--- config.mk ---
export PLATFORM = sky130hd
export DESIGN_NAME = pipe_stall_responder
export DESIGN_NICKNAME = d
export VERILOG_FILES = /design/src/rtl/pipe_stall_responder.sv
export SDC_FILE = /design/constraint.sdc
export NUM_CORES = 1
export LEC_CHECK = 0
export BUFFER_PORTS_ARGS = -buffer_cell sky130_fd_sc_hd__buf_4
export CORE_MARGIN = 2
export CORE_UTILIZATION = 50
export CTS_CLUSTER_DIAMETER = 200
export DETAILED_ROUTE_END_ITERATION = 12
export PLACE_DENSITY = 0.91
export SYNTH_ARGS = -nofsm -noshare
export SYNTH_HDL_FRONTEND = slang
export SYNTH_SLANG_ARGS = --single-unit
--- constraint.sdc ---
create_clock -name clk_i -period 2.9 [get_ports clk_i]
set_input_delay 0.145 -clock clk_i [delete_from_list [all_inputs] [get_ports clk_i]]
set_output_delay 0.145 -clock clk_i [all_outputs]
set_load 0.01 [all_outputs]
--- src/rtl/pipe_stall_responder.sv ---
// IF-stage PC / IF-ID register controller that reacts to load-use stalls and ID-resolved flushes.
// It also tracks stall statistics and raises a sticky error when a stall runs longer than MAX_STALL cycles.
//
// state    | meaning
// ---------+---------------------------------------------------
// ST_RUN   | last edge advanced the pipe normally (or reset)
// ST_STALL | last edge held PC and IF/ID for a load-use stall
// ST_FLUSH | last edge redirected PC and squashed IF/ID
module pipe_stall_responder #(
  parameter logic [31:0] RESET_PC  = 32'h0000_0000,
  parameter int unsigned MAX_STALL = 4
) (
  input  logic        clk_i,
  input  logic        rst_i,
  input  logic        stall_i,
  input  logic        flush_i,
  input  logic [31:0] branch_target_i,
  input  logic [31:0] instr_i,
  output logic [31:0] pc_o,
  output logic [31:0] if_id_pc_o,
  output logic [31:0] if_id_instr_o,
  output logic        if_id_valid_o,
  output logic        id_ex_bubble_o,
  output logic [1:0]  state_o,
  output logic [15:0] stall_cnt_o,
  output logic        stall_err_o
);

  typedef enum logic [1:0] {
    ST_RUN   = 2'b00,
    ST_STALL = 2'b01,
    ST_FLUSH = 2'b10
  } state_e;

  localparam logic [3:0] MAX_STALL_C = 4'(MAX_STALL);

  state_e      state_q, state_d;
  logic [31:0] pc_q, pc_d;
  logic [31:0] if_id_pc_q, if_id_pc_d;
  logic [31:0] if_id_instr_q, if_id_instr_d;
  logic        if_id_valid_q, if_id_valid_d;
  logic [3:0]  consec_q, consec_d;
  logic [15:0] stall_cnt_q, stall_cnt_d;
  logic        stall_err_q, stall_err_d;

  always_comb begin
    state_d       = ST_RUN;
    pc_d          = pc_q;
    if_id_pc_d    = if_id_pc_q;
    if_id_instr_d = if_id_instr_q;
    if_id_valid_d = if_id_valid_q;
    consec_d      = 4'd0;
    stall_cnt_d   = stall_cnt_q;
    stall_err_d   = stall_err_q;

    // A flush wins over a coincident stall: the stalled instruction is squashed anyway.
    if (flush_i) begin
      state_d       = ST_FLUSH;
      pc_d          = branch_target_i;
      if_id_pc_d    = 32'h0;
      if_id_instr_d = 32'h0;
      if_id_valid_d = 1'b0;
    end else if (stall_i) begin
      state_d = ST_STALL;
      if (consec_q == MAX_STALL_C) stall_err_d = 1'b1;
      consec_d = (consec_q == 4'hF) ? 4'hF : consec_q + 4'd1;
      if (stall_cnt_q != 16'hFFFF) stall_cnt_d = stall_cnt_q + 16'd1;
    end else begin
      pc_d          = pc_q + 32'd4;
      if_id_pc_d    = pc_q;
      if_id_instr_d = instr_i;
      if_id_valid_d = 1'b1;
    end
  end

  always_ff @(posedge clk_i) begin
    if (rst_i) begin
      state_q       <= ST_RUN;
      pc_q          <= RESET_PC;
      if_id_pc_q    <= 32'h0;
      if_id_instr_q <= 32'h0;
      if_id_valid_q <= 1'b0;
      consec_q      <= 4'd0;
      stall_cnt_q   <= 16'd0;
      stall_err_q   <= 1'b0;
    end else begin
      state_q       <= state_d;
      pc_q          <= pc_d;
      if_id_pc_q    <= if_id_pc_d;
      if_id_instr_q <= if_id_instr_d;
      if_id_valid_q <= if_id_valid_d;
      consec_q      <= consec_d;
      stall_cnt_q   <= stall_cnt_d;
      stall_err_q   <= stall_err_d;
    end
  end

  assign pc_o           = pc_q;
  assign if_id_pc_o     = if_id_pc_q;
  assign if_id_instr_o  = if_id_instr_q;
  assign if_id_valid_o  = if_id_valid_q;
  assign id_ex_bubble_o = stall_i | ~if_id_valid_q;
  assign state_o        = state_q;
  assign stall_cnt_o    = stall_cnt_q;
  assign stall_err_o    = stall_err_q;

endmodule

==> results.md <==
- Setup-failing EPs final: 0
- CTS HTree Levels: 4
- Synth top area share: approximately 47%
- Worst setup SP type: flip-flop
- Critical Path Sink Type: flip-flop
- Yosys warns: 0
- Final Max Tran Viols: 0
- DR pass1 iterations: 5
- Mapped Cells: between 500 and 600
- Vias per Instance: around 5.6
- CTS Buffer Depth: 2
- Die H: 105 µm
- Final worst slack: roughly 530 ps
- Area growth from synthesis to layout: 52.1%
- Leak: 3.40 nW
- Max_cap viols: 0
- Clock Sinks: 120
- Async SR Flop Fraction: 0%
- Antenna Nets Post-Route: 0
- Total GRT Usage: 29.7%
- DRC: 0
- Wire length per cell: ~17 µm
- Cts bufs inserted: 17
- # port buffers: between 150 and 200
- Clock Latency Late Sink: ~520 ps
- DP Wirelength: about 9.9 mm
- Worst Max-Slew Pin Slew: between 700 and 800 ps
- Crit path required time: approximately 3300 ps
- Total wire length: ~16 mm
- Gates resized, CTS repair: 0
- Vias in the first global route: about 5200
- Ant diodes: 0
- Area contributors post-synth: dfxtp_1, mux2i_1, nor2_1
- DR iter-0 viols: approximately 290
- # IOs: ~190
- Count of cell types in the netlist: between 40 and 50
- Clk_skew: ~9.8 ps
- Via count: between 5000 and 6000
- Global-route wire length before repair: roughly 26 mm
- Syn Area/Cell: 9.11 µm²
- Unrepaired setup endpoints after global routing: no
- Largest net degree at the start of global routing: 66
- Top cells by count, synth: dfxtp_1, nor2_1, mux2i_1, inv_1, nand2_1
- Cell row count: 36
- Count leader, synth: dfxtp_1
- Crit path DAT: between 2000 and 3000 ps
- Setup TNS: 0 ps
- Core area: approximately 9900 µm²
- Power Density: 548 nW/µm²
- Hold WS: approximately 42 ps
- Root Buffer: clkbuf_8
- Synthesized area: between 5000 and 6000 µm²
- TritonCTS clock tree: done
- Die Wd: between 100 and 150 µm
- Final Critical Period: 2370 ps
- Final hold viol count: 0
- Fmax: 0.422 GHz
- Placement-stage worst setup slack: around 580 ps
- Nets@finish: slightly below 900
- Setup Crit Path Kind: reg2reg
- Max FO, Critical Path: 9
- Post-CTS Repair Setup Buffers: 0
- Final period util: 81.8%
- Leading area contributor after synthesis: dfxtp_1
- Outcome: finished clean
- Number of synthesized flops with an enable pin: 0
- Synthesis-stage register bit count: 120
- Worst rel slew slack: 47.0%
- Sequential area share after synthesis: between 40 and 50%
- Most common flop cell mapped by yosys: dfxtp_1
- Fraction of layout cells with a size suffix above 1: 28.5%
- Die Area: approximately 11000 µm²
- Max rail drop VDD: ~0.00034 V
- Grt total ovfl: 0
- Worst hold path class: in2reg
- Post-synthesis net count: 635
- Initial core utilization: 52.0%
- Global placer's final weighted congestion: about 0.86
- Reg clk slew, reported paths: about 60 ps
- Initial antenna violation count: 0
-- placed cells by master, fill, tap and decap left out, drive strengths merged, types with 2 or more instances in the layout --
| cell type | instances |
|---|---|
| or3 | 11 |
| bufinv | 2 |
| a211oi | 15 |
| mux2 | 3 |
| nor2b | 6 |
| and3b | 2 |
| nand4 | 13 |
| and2 | 2 |
| clkbuf | 17 |
| a41oi | 2 |
| o31ai | 10 |
| nor2 | 99 |
| or2 | 2 |
| dlygate4sd3 | 64 |
| clkinv | 7 |
| a2111oi | 5 |
| nor3 | 10 |
| nand2b | 4 |
| and4 | 5 |
| buf | 191 |
| nand2 | 23 |
| nand3 | 14 |
| a21oi | 17 |
| a31oi | 2 |
| xor2 | 4 |
| xnor2 | 6 |
| o211ai | 2 |
| o21ai | 11 |
| nand4b | 2 |
| dfxtp | 120 |
| a221oi | 2 |
| or4 | 13 |
| clkinvlp | 4 |
| nor4 | 10 |
| a311oi | 7 |
| and3 | 3 |
| mux2i | 68 |
| ha | 4 |
| inv | 25 |
-- sequential cells by signal, indices dropped and copies added, names as in the netlist --
signal and count:
consec_q 4, if_id_instr_o 32, if_id_pc_o 32, if_id_valid_o 1
pc_o 32, stall_cnt_o 16, stall_err_o 1, state_o 2
-- critical path, cell delays in order (launching register included) --
cell and delay, ps:
dfxtp_1 430, ha_1 230, nand3b_1 160, or4_1 650, or4_1 550, a311oi_1 260
-- area by class of cell --
class | instances | area, µm²
fillers | 578 | 2060
multi-input cells | 384 | 2500
clock buffers | 17 | 414
well taps | 133 | 166
clock inverters | 15 | 154
repair buffers | 255 | 2070
inverters | 23 | 86.3
flip-flops and latches | 120 | 2400
-- cell families after synthesis --
logic type	after synthesis	share of synthesized area [%]
buffers and inverters	59	4.39
and+or+nand+nor	220	21.4
xor gates and xnor gates	10	1.71
adders and majority gates	4	0.976
AOI/OAI and AO/OA	79	10.8
DFF	120	46.9
muxes	71	13.9
-- power breakdown --
group | leakage [nW] | switching (W) | internal, W
logic | 2.15 | 0.000217 | 0.000264
clock network | 0.270 | 0.000796 | 0.00122
registers | 0.980 | 0.0000716 | 0.00171
-- timing repair --
| action | CTS | global route |
|---|---|---|
| hold buffers | 64 | 0 |
| hold endpoints to repair | 64 | 0 |
| setup endpoints to repair | 0 | 0 |
-- worst paths after layout --
kind / slack, ps / cells past startpoint / start / end
max: 530 / 5 / pc_o[2] / pc_o[26]
min: 40 / 3 / flush_i / pc_o[2]
max reg2reg: 530 / 5 / pc_o[2] / pc_o[26]
min reg2reg: 500 / 2 / if_id_instr_o[22] / if_id_instr_o[22]
-- metal layers --
layer  global-route usage [%]  share of wire (%)
met5                        0                  0
met4                     14.2                3.5
met3                     7.73                6.9
met2                     51.4                 51
met1                     33.9                 38
-- through the flow --
stage	cells	util, %	cell area [µm²]	total power (W)
CTS	947	79.1	7800	0.00427
finish	947	79.1	7800	0.00428
global placement	851	66.8	6590	0.00219
floorplan	563	-	5130	0.00200
detailed placement	851	66.8	6590	0.00221
global route	947	79.1	7800	0.00441
No activity file was read; power rests on OpenSTA's default activity.
